==> src/rtl/fetch_queue.sv <==
// Instruction fetch/prefetch queue: issues word reads to imem and buffers {instr, pc} for decode.
// Latency: push on the ack edge, head visible on InstrD the cycle after; redirect flushes in the same cycle.
// Backpressure: StallD holds the head; issue is withheld while count plus outstanding would exceed DEPTH.
//
// Ports:
//   clk, reset           - clock, asynchronous active-low reset
//   PCWrPendingF         - blocks new fetch issue only
//   BranchTakenD/Target  - decode-stage redirect
//   PCSrcW/ResultW       - writeback redirect, wins over the branch
//   StallD               - decode holds the current head entry
//   imem_req/addr        - registered read request, held until imem_ack
//   imem_ack/rdata       - single-cycle response pulse with data
//   InstrD/InstrValidD   - head instruction (NOP_INSTR when empty) and its valid
//   PCPlus8D             - head PC + 8, holds last value while empty
//   FlushE               - high in every redirect cycle
module fetch_queue #(
  parameter int          DEPTH     = 4,
  parameter logic [31:0] NOP_INSTR = 32'hE1A00000
) (
  input  logic        clk,
  input  logic        reset,
  input  logic        PCWrPendingF,
  input  logic        BranchTakenD,
  input  logic [31:0] BranchTargetD,
  input  logic        PCSrcW,
  input  logic [31:0] ResultW,
  input  logic        StallD,
  output logic        imem_req,
  output logic [31:0] imem_addr,
  input  logic        imem_ack,
  input  logic [31:0] imem_rdata,
  output logic [31:0] InstrD,
  output logic        InstrValidD,
  output logic [31:0] PCPlus8D,
  output logic        FlushE
);

  localparam int PW = $clog2(DEPTH);
  localparam int CW = $clog2(DEPTH + 1);

  // REQ: request outstanding, its data will be pushed.
  // DROP: request outstanding but a redirect happened after issue; its data is discarded.
  typedef enum logic [1:0] {
    IDLE = 2'd0,
    REQ  = 2'd1,
    DROP = 2'd2
  } fetchState_t;

  fetchState_t state, stateNext;

  logic [31:0]   pc, pcNext;
  logic [31:0]   instrMem [DEPTH];
  logic [31:0]   pcMem    [DEPTH];
  logic [PW-1:0] rdPtr, wrPtr;
  logic [CW-1:0] count, countAfterPop;
  logic [31:0]   pcPlus8Q;
  logic [31:0]   headPcPlus8;

  logic          redirect;
  logic [31:0]   redirectPc;
  logic          pop;
  logic          push;
  logic          issue;

  assign redirect   = PCSrcW | BranchTakenD;
  assign redirectPc = PCSrcW ? ResultW : BranchTargetD;
  assign FlushE     = redirect;

  assign InstrValidD = (count != '0);
  // A redirect flushes the queue, so the head is not consumed in that cycle.
  assign pop         = InstrValidD & ~StallD & ~redirect;

  // Nothing is outstanding in IDLE, so only the current pop frees space for the new request.
  assign countAfterPop = count - CW'(pop);

  assign headPcPlus8 = pcMem[rdPtr] + 32'd8;
  assign InstrD      = InstrValidD ? instrMem[rdPtr] : NOP_INSTR;
  assign PCPlus8D    = InstrValidD ? headPcPlus8 : pcPlus8Q;

  // Next-state / datapath control
  always_comb begin
    stateNext = state;
    pcNext    = pc;
    issue     = 1'b0;
    push      = 1'b0;

    case (state)
      IDLE: begin
        if (!PCWrPendingF && !redirect && (countAfterPop < CW'(DEPTH))) begin
          issue     = 1'b1;
          stateNext = REQ;
        end
      end
      REQ: begin
        if (imem_ack) begin
          stateNext = IDLE;
          // Data returning in a redirect cycle belongs to the old path.
          if (!redirect) begin
            push   = 1'b1;
            pcNext = pc + 32'd4;
          end
        end else if (redirect) begin
          stateNext = DROP;
        end
      end
      DROP: begin
        // Stale response: discard it and keep the redirected PC.
        if (imem_ack) begin
          stateNext = IDLE;
        end
      end
      default: begin
        stateNext = IDLE;
      end
    endcase

    if (redirect) begin
      pcNext = redirectPc;
    end
  end

  // Fetch state, PC and request registers
  always_ff @(posedge clk or negedge reset) begin
    if (!reset) begin
      state     <= IDLE;
      pc        <= 32'd0;
      imem_req  <= 1'b0;
      imem_addr <= 32'd0;
    end else begin
      state    <= stateNext;
      pc       <= pcNext;
      imem_req <= (stateNext != IDLE);
      if (issue) begin
        imem_addr <= pc;
      end
    end
  end

  // Queue pointers and occupancy
  always_ff @(posedge clk or negedge reset) begin
    if (!reset) begin
      rdPtr <= '0;
      wrPtr <= '0;
      count <= '0;
    end else if (redirect) begin
      rdPtr <= '0;
      wrPtr <= '0;
      count <= '0;
    end else begin
      if (push) begin
        wrPtr <= wrPtr + PW'(1);
      end
      if (pop) begin
        rdPtr <= rdPtr + PW'(1);
      end
      case ({push, pop})
        2'b10:   count <= count + CW'(1);
        2'b01:   count <= count - CW'(1);
        default: count <= count;
      endcase
    end
  end

  // Queue storage; contents are only observed while count is non-zero.
  always_ff @(posedge clk) begin
    if (push) begin
      instrMem[wrPtr] <= imem_rdata;
      pcMem[wrPtr]    <= pc;
    end
  end

  // Last presented PC+8, shown while the queue is empty.
  always_ff @(posedge clk or negedge reset) begin
    if (!reset) begin
      pcPlus8Q <= 32'd8;
    end else if (InstrValidD) begin
      pcPlus8Q <= headPcPlus8;
    end
  end

endmodule
==> config.mk <==
export PLATFORM = sky130hd
export DESIGN_NAME = fetch_queue
export DESIGN_NICKNAME = d
export VERILOG_FILES = /design/src/rtl/fetch_queue.sv
export SDC_FILE = /design/constraint.sdc
export NUM_CORES = 1
export LEC_CHECK = 0
export CORE_MARGIN = 2
export CORE_UTILIZATION = 59
export CTS_CLUSTER_SIZE = 24
export DETAILED_ROUTE_END_ITERATION = 12
export PLACE_DENSITY = 0.85
export SLEW_MARGIN = 20
export SYNTH_ARGS = -nofsm -noshare
export SYNTH_HDL_FRONTEND = slang
export SYNTH_SLANG_ARGS = --single-unit
==> constraint.sdc <==
create_clock -name clk -period 8 [get_ports clk]
set_input_delay 2.4 -clock clk [delete_from_list [all_inputs] [get_ports clk]]
set_output_delay 2.4 -clock clk [all_outputs]
set_load 0.03 [all_outputs]
# Yosys cells after proc, flatten, opt, wreduce, memory -nomap -nowiden
# Memories as Yosys holds them, arrays and structs flattened.
# Cells that the tools add are included.
# op_classes
multipliers	0
n_addsub	7
n_shift	0
n_mux	24
n_bitwise	5
eq_ne	4
n_reduce_logical	13
order_cmp	1
div_mod_pow	0
# op_table
cell	n
2-to-1 mux 32 bit	6
adder 32 x 3 -> 32 bit, second input constant	1
adder 32 x 4 -> 32 bit, second input constant	1
2-to-1 mux 2 bit	8
nonzero test 2 bit	5
2-to-1 mux 1 bit	7
one-hot mux 2 bit (3 select lines)	1
one-hot mux 3 bit (2 select lines)	1
nonzero test 3 bit	2
adder 2 x 1 -> 2 bit, second input constant	2
equality test 2 x 1 -> 1 bit, second input constant	2
equality test 2 bit, second input constant	2
adder 3 x 1 -> 3 bit, second input constant	1
less-than comparator 3 bit, second input constant	1
2-to-1 mux 3 bit	1
subtractor 3 x 1 -> 3 bit	1
subtractor 3 x 1 -> 3 bit, second input constant	1
bitwise AND 1 bit	2
logical AND 1 bit	2
zero test 1 bit	2
zero test 2 bit	1
inverter 1 bit	2
AND reduction 2 bit	1
bitwise OR 1 bit	1
# totals
memories	2
input_bits	103
mem_bits_rw	256
wordCells	64
register_bits	106
output_inout_bits	99
romBits	0
latch_bits	0
# memory_table
name	depth	width	read_ports	rd_ports_with_merged_regs	write_ports	line_no	rtl
instrMem	4	32	1	0	1	52	logic [31:0] instrMem [DEPTH];
pcMem	4	32	1	0	1	53	logic [31:0] pcMem [DEPTH];

# Logic depth before layout (Yosys ltp)
# depth
word_depth	9
mapped_depth	9
depth_no_buf	7

# Least setup slack after synthesis
# No wires, ideal clock.
# synth_timing
path_kind	input to output
start	input port BranchTakenD
end	output port FlushE
required_time_ns	5.600
path_stages	4
setup_slack_ns	2.213
t_arrival_ns	3.387
cell_sequence	clkbuf_1 nor2_1 clkinv_1 clkbuf_1
# synth_between
elab_chain_cells	1
# synth_lines
element	line_no	rtl
from (decl)	23	input logic BranchTakenD,
bitwise OR 1 bit	65	assign redirect = PCSrcW | BranchTakenD;
to (decl)	35	output logic FlushE
# Every way passes these cells.

# Worst setup path in the final report
# layout_timing
start	register rdPtr[1]
end	output port PCPlus8D[31]
# layout_between
elab_chain_cells	3
# layout_lines
element	line_no	rtl
from (decl)	54	logic [PW-1:0] rdPtr, wrPtr;
from (signal assigned)	154	rdPtr <= rdPtr + PW'(1);
memory (4 x 32 bit)	--	
adder 32 x 4 -> 32 bit	76	assign headPcPlus8 = pcMem[rdPtr] + 32'd8;
2-to-1 mux 32 bit	--	
to (decl)	34	output logic [31:0] PCPlus8D,
# Every way passes these cells.

==> results.ini <==
[global_routing]
grt_met1_usage = 0.339
grt.met2_usage = 0.430
grt_pass1_wl_mm = 50.9
grt_antenna_before_repair = 0
grt_start_max_net_pins = 65
grt.overflow.total = 0
grtUsageTotal = 0.254
grt_busiest_layer = met2
globalRouteMet3Util = 0.0461
number_of_global_route_vias_before_repair = 9084

[cts]
cts.clk_slew.worst_paths_ns = 0.06
clock_latency_ns = 0.52
ctsHtreeMaxLevel = 2
cts_root_buffer = clkbuf_16
cts_max_path_buffers = 3
tritoncts = yes
clock_sink_count = 362
cts.repair.resized = 0
holdBufCountCts = 0
cts_setup_buffers = 0
cts_buffers = 37

[synthesis]
synthXorXnorAreaFrac = 0.0312
synthDominantCellAreaShare = 0.516
yosys-mux-area-fraction = 0.132
synth_compound_area_frac = 0.0372
fraction_of_registers_with_async_set_or_reset_after_synthesis = 0.293
combinational_family_with_the_most_area_after_synthesis = multiplexers
mappedNetlistArea_um2 = 14900
synth_fa_ha_area_frac = 0.00638
synth_warnings = 0
syn-num-nets = 1027
synth.yosys.seq_area_share = 0.694
synth_largest_area_cell = edfxtp_1
synthCells = 917
yosysUniqueCellTypes = 54
postSynth.topFlopCell = edfxtp_1
synthesized_area_fraction_occupied_by_and_or_nand_nor_cells = 0.0831
synth_edf_count = 256
netlist_top_cells_count = 256 x edfxtp_1, 105 x dfrtp_1, 85 x nand2_1
syn_avg_cell_area_um2 = 16.2
netlist_top_cells_area = edfxtp_1 52%, dfrtp_1 18%, mux4_2 9.1%
most_frequent_cell_after_synthesis = edfxtp_1
synthesized_flop_and_latch_total = 362

[setup_path]
criticalPathCategory = reg2out
end_kind = output port
setup.worst_path.start_class = register
timing.critical_path.required_ns = 5.60
cp_max_fo = 36
critPathArrivalTime_ns = 4.14

[power_and_ir_drop]
internal-power_mw = 3.51
share_seq_of_total_power = 0.476
power_frac_comb = 0.160
power_density_nw_per_um2 = 256
power_leakage_nw = 6.44
netSwitchingFraction = 0.259
irDropWorstVdd_v = 0.000205
power.clock.fraction = 0.363
switching_power_mw = 1.23

[placement]
hpwl_detailed_mm = 20.4
gp_congestion = 0.865
placement.io_buffers = 201

[final_layout]
final_core_occ = 0.740
n_antenna_cell = 0
final.fill_count = 1539
area_of_the_multi_input_gates_um2 = 4340
final_layout_size_suffix_gt1_frac = 0.165
fin_nets = 1236
flow.area_growth_from_synthesis_pct = 23.9
register_area_um2 = 10300

[drt]
vias = 8802
detailedRoute.firstPassIterationCount = 6
routed_wire_length_per_instance_um = 22.2
drt-initial-drc-count = 717
via_per_inst = 5.93
drt_wirelength_mm = 33.0
drt.antenna.violating_nets = 0
drc = 0

[floorplan]
die_height_um = 163
dieArea_um2 = 26500
effective_utilization_at_floorplan = 0.597
core_area_um2 = 25000
ios = 202
num_rows = 58
die_width_um = 163

[timing]
tightestPinTransition_ns = 1.03
setup-violations-final = 0
fin_worst_skew_ns = 0.0119
max_transition_viols_final = 0
setup_repair_after_global_routing_missed_its_margin = no
fin_tns_setup_ns = 0
final.period_utilization = 0.817
max_freq_mhz = 153
slew_headroom = 0.310
timing_hold_violations_final = 0
period_needed_ns = 6.54

[status]
outcome = finished clean

[flow_run]
maxCapViolCount = 0

[hold_path]
min_path_type = reg2reg

kinds of logic (layout without fill, tap and decap cells):
| logic type | count (synthesis) | after routing |
|---|---|---|
| flops | 362 | 362 |
| simple gates | 232 | 232 |
| mux | 111 | 111 |
| compound gates | 99 | 99 |
| xor+xnor | 53 | 53 |
| buf+inv | 53 | 291 |
| fa+ha+maj | 7 | 7 |
power by group through the flow:
stage / registers, mW / clock network (mW) / logic (mW)
after floorplan: 2.34 / 0 / 0.320
after CTS: 2.25 / 1.74 / 0.766
after global placement: 2.28 / 0 / 0.744
after detailed placement: 2.28 / 0 / 0.758
after global routing: 2.27 / 1.81 / 0.804
final: 2.25 / 1.72 / 0.760
worst paths after layout:
kind | start | to | slack, ns | cells after the start
max | rdPtr[1] | PCPlus8D[31] | 1.46 | 8
min | pcPlus8Q[15] | pcPlus8Q[15] | 0.49 | 2
max reg2reg | rdPtr[1] | pcPlus8Q[27] | 4.93 | 7
min reg2reg | pcPlus8Q[15] | pcPlus8Q[15] | 0.49 | 2
max in group asynchronous | reset | rdPtr[0] | 4.83 | 2
min in group asynchronous | reset | pcPlus8Q[15] | 1.96 | 1
cell type report:
cell class | count | area share
Sequential cell | 362 | 0.560
Inverter | 11 | 0.00224
Timing Repair Buffer | 212 | 0.113
Clock inverter | 22 | 0.0103
Clock buffer | 46 | 0.0564
Multi-Input combinational cell | 502 | 0.235
Tap cell | 330 | 0.0224
routing by layer:
metal	wire length [um]	vias to the layer above	share of wire
met5	0	-	0
met1	13100	4452	0.40
met2	16800	352	0.51
met4	901	0	0.027
li1	-	3924	-
met3	2190	74	0.066
registers in the layout, summed over array words and instances (netlist names):
signal / count
imem_req: 1
imem_addr: 32
wrPtr: 2
instrMem: 128
pcPlus8Q: 32
pc: 32
rdPtr: 2
state: 2
count: 3
pcMem: 128
metrics by stage:
| step | hold WS, ns | instance area [um^2] | power, mW | std cells | setup slack, ns |
|---|---|---|---|---|---|
| 2_1_floorplan | 0.492 | 14900 | 2.66 | 917 | 2.21 |
| 5_1_grt | 0.503 | 18500 | 4.88 | 1485 | 1.30 |
| 3_5_place_dp | 0.470 | 17200 | 3.04 | 1417 | 1.65 |
| 6_report | 0.493 | 18500 | 4.73 | 1485 | 1.46 |
| 3_3_place_gp | 0.466 | 17200 | 3.02 | 1417 | 1.64 |
| 4_1_cts | 0.489 | 18500 | 4.76 | 1485 | 1.41 |
layout by cell type, fill, tap and decap left out, types with 15 or more instances in the layout:
cell               n
a21oi_1           24
and2_1            32
clkbuf_16         39
clkdlybuf4s50_1  199
dfrtp_1          103
edfxtp_1         256
mux2_2            33
mux4_2            60
nand2_1           85
nand3_1           25
nand4_1           15
nor2_1            27
o21ai_0           36
xnor2_1           25
xor2_1            28
critical path, stage by stage (launching register included):
cell	delay [ns]
dfrtp_2	0.96
mux4_2	0.42
ha_1	0.23
and4_1	0.25
nor3b_4	0.45
nand4_1	0.18
xor2_1	0.18
a21oi_1	0.20
clkdlybuf4s50_1	0.71
(Power assumes the default switching activity.)
==> patch, RTL diff (same settings) <==
Re-encode `fetchState_t` (3 states) as one-hot, 3 bits wide.
--- a/src/rtl/fetch_queue.sv
+++ b/src/rtl/fetch_queue.sv
@@ -40,10 +40,10 @@
 
   // REQ: request outstanding, its data will be pushed.
   // DROP: request outstanding but a redirect happened after issue; its data is discarded.
-  typedef enum logic [1:0] {
-    IDLE = 2'd0,
-    REQ  = 2'd1,
-    DROP = 2'd2
+  typedef enum logic [2:0] {
+    IDLE = 3'b001,
+    REQ  = 3'b010,
+    DROP = 3'b100
   } fetchState_t;
 
   fetchState_t state, stateNext;
Behaviour: same outputs for any inputs over 4 cycles, from zero or initial values and one cycle with reset low; so few cycles prove little.
==> patch against the original RTL <==
Worst setup slack gained 47 ps. First-iteration DRC count grew 28%. Routed wire length is 3.4% higher. Total power fell by 3.5%. Design area grew 1.7%. Sequential cell count up 1. Combinational power down 31%. Area after synthesis up 1.5%. Sequential power fell by 2%. Synthesized cell count rose by 2.9%. Largest power group unchanged.
==> patch: results (changes against the original RTL) <==
| Metric | Value |
|---|---|
| Share of synthesized flip-flops with an asynchronous set or reset | `29.5% (was 29.3%)` |
| Placed cell areas | `17500 sq um (was 17200 sq um)` |
| Fraction of synthesized cell area in xor and xnor cells | `2.72% (was 3.12%)` |
| NonClk Buf Share | `11.3% (about the same)` |
| LEAKAGE | `0.00657 uW (was 0.00644 uW)` |
| GRT Util Overall | `25.9% (was 25.4%)` |
| CP max stage cell | `dfrtp_4 (was dfrtp_2)` |
| Layout Nets | `1265 (was 1236)` |
| CP Launch Point | `rdPtr[0] (was rdPtr[1])` |
| Maximum vdd drop | `0.000168 V (was 0.000205 V)` |
| Min-delay worst type | `reg -> reg (unchanged)` |
| Status | `finished, final reports clean (unchanged)` |
| Syn nets | `1054 (was 1027)` |
| DP HPWL | `21400 um (was 20400 um)` |
| Clk network pwr share | `40.4% (was 36.3%)` |
| Compound-Gate Fraction of Synth Area | `4.46% (was 3.72%)` |
| Clock Skew | `16.8 ps (was 11.9 ps)` |
| Placer Congestion | `0.884 (was 0.865)` |
| Met2 wire len | `16800 um (about the same)` |
| # clk buffers | `48 (was 46)` |
| Met2 GRT Util | `42.4% (was 43.0%)` |
| Multi-input logic cell count | `528 (was 502)` |
| Synth unique cells | `64 (was 54)` |
| Clock transition at path regs | `60 ps (about the same)` |
| WL met3 | `2780 um (was 2190 um)` |
| Area taken by multi-input logic gates | `4510 sq um (was 4340 sq um)` |
| Largest net degree at the start of global routing | `79 (was 65)` |
| Worst R2R Setup Slack | `5050 ps (was 4930 ps)` |
| DR pass1 iterations | `5 (was 6)` |
| Critical Path End | `PCPlus8D[17] (was PCPlus8D[31])` |
| Number of signal-net buffers in the layout | `217 (was 212)` |
| Mux contribution to synthesized area | `12.9% (was 13.2%)` |
| FFs & Latches | `363 (was 362)` |
| Inverter count | `8 (was 11)` |
| Crit path largest cell delay | `880 ps (was 960 ps)` |
| Flop pwr share | `48.1% (was 47.6%)` |
| Clock network area share | `7.06% (was 6.67%)` |
| Uppermost layer routed | `met5 (was met4)` |
| Fill cells | `1491 (was 1539)` |
| Met1 usage | `35.4% (was 33.9%)` |
| Vias/cell | `6.01 (was 5.93)` |
| Layout cells sized above 1 | `15.9% (was 16.5%)` |
| Hold Crit Start | `pcPlus8Q[0] (was pcPlus8Q[15])` |
| Switching Share | `23.4% (was 25.9%)` |
| Worst Path Max Fanout | `37 (was 36)` |
| DRC marker count from the first detailed-route iteration | `916 (was 717)` |
| Initial antenna violation count | `1 (was 0)` |
| Max-slew headroom | `34.1% (was 31.0%)` |
| Vias in the first global route | `9101 (was 9084)` |
| Post-synthesis sequential area ratio | `68.6% (was 69.4%)` |
| Critical R2R Capture | `pcPlus8Q[17] (was pcPlus8Q[27])` |
| First-pass GRT wire length | `51900 um (was 50900 um)` |
| GR met3 Demand/Resource | `5.35% (was 4.61%)` |
| Synth warn | `0 (unchanged)` |
| Adder-cell share of the synthesized area | `0.629% (was 0.638%)` |
-- patch: changes by cell type after synthesis, sizes merged, moves of 3 or more --
cell	before	now
a21oi	24	33
nor2b	5	1
nor2	27	34
and3	7	11
o22ai	5	8
and2	32	35
mux2i	14	11
nand2	87	83
nor3	8	12
a22oi	6	3
nand2b	0	3
xnor2	25	17
-- patch: tightest hold or removal path: stages (launching register included) --
cell	delay [ps]
dfrtp_1	320
nand2_1	50
nand2_1	80
-- patch: stage by stage --
stage / worst slack, ps / total power, uW / hold slack (ps) / util, % / instances
4_1_cts: 1480 / 4590 / 473 / 74.6 / 1513
6_report: 1510 / 4570 / 480 / 74.6 / 1513
2_1_floorplan: 2180 / 2480 / 492 / - / 944
5_1_grt: 1310 / 4710 / 499 / 74.6 / 1513
3_3_place_gp: 1600 / 2750 / 450 / 69.3 / 1446
3_5_place_dp: 1600 / 2760 / 452 / 69.3 / 1446
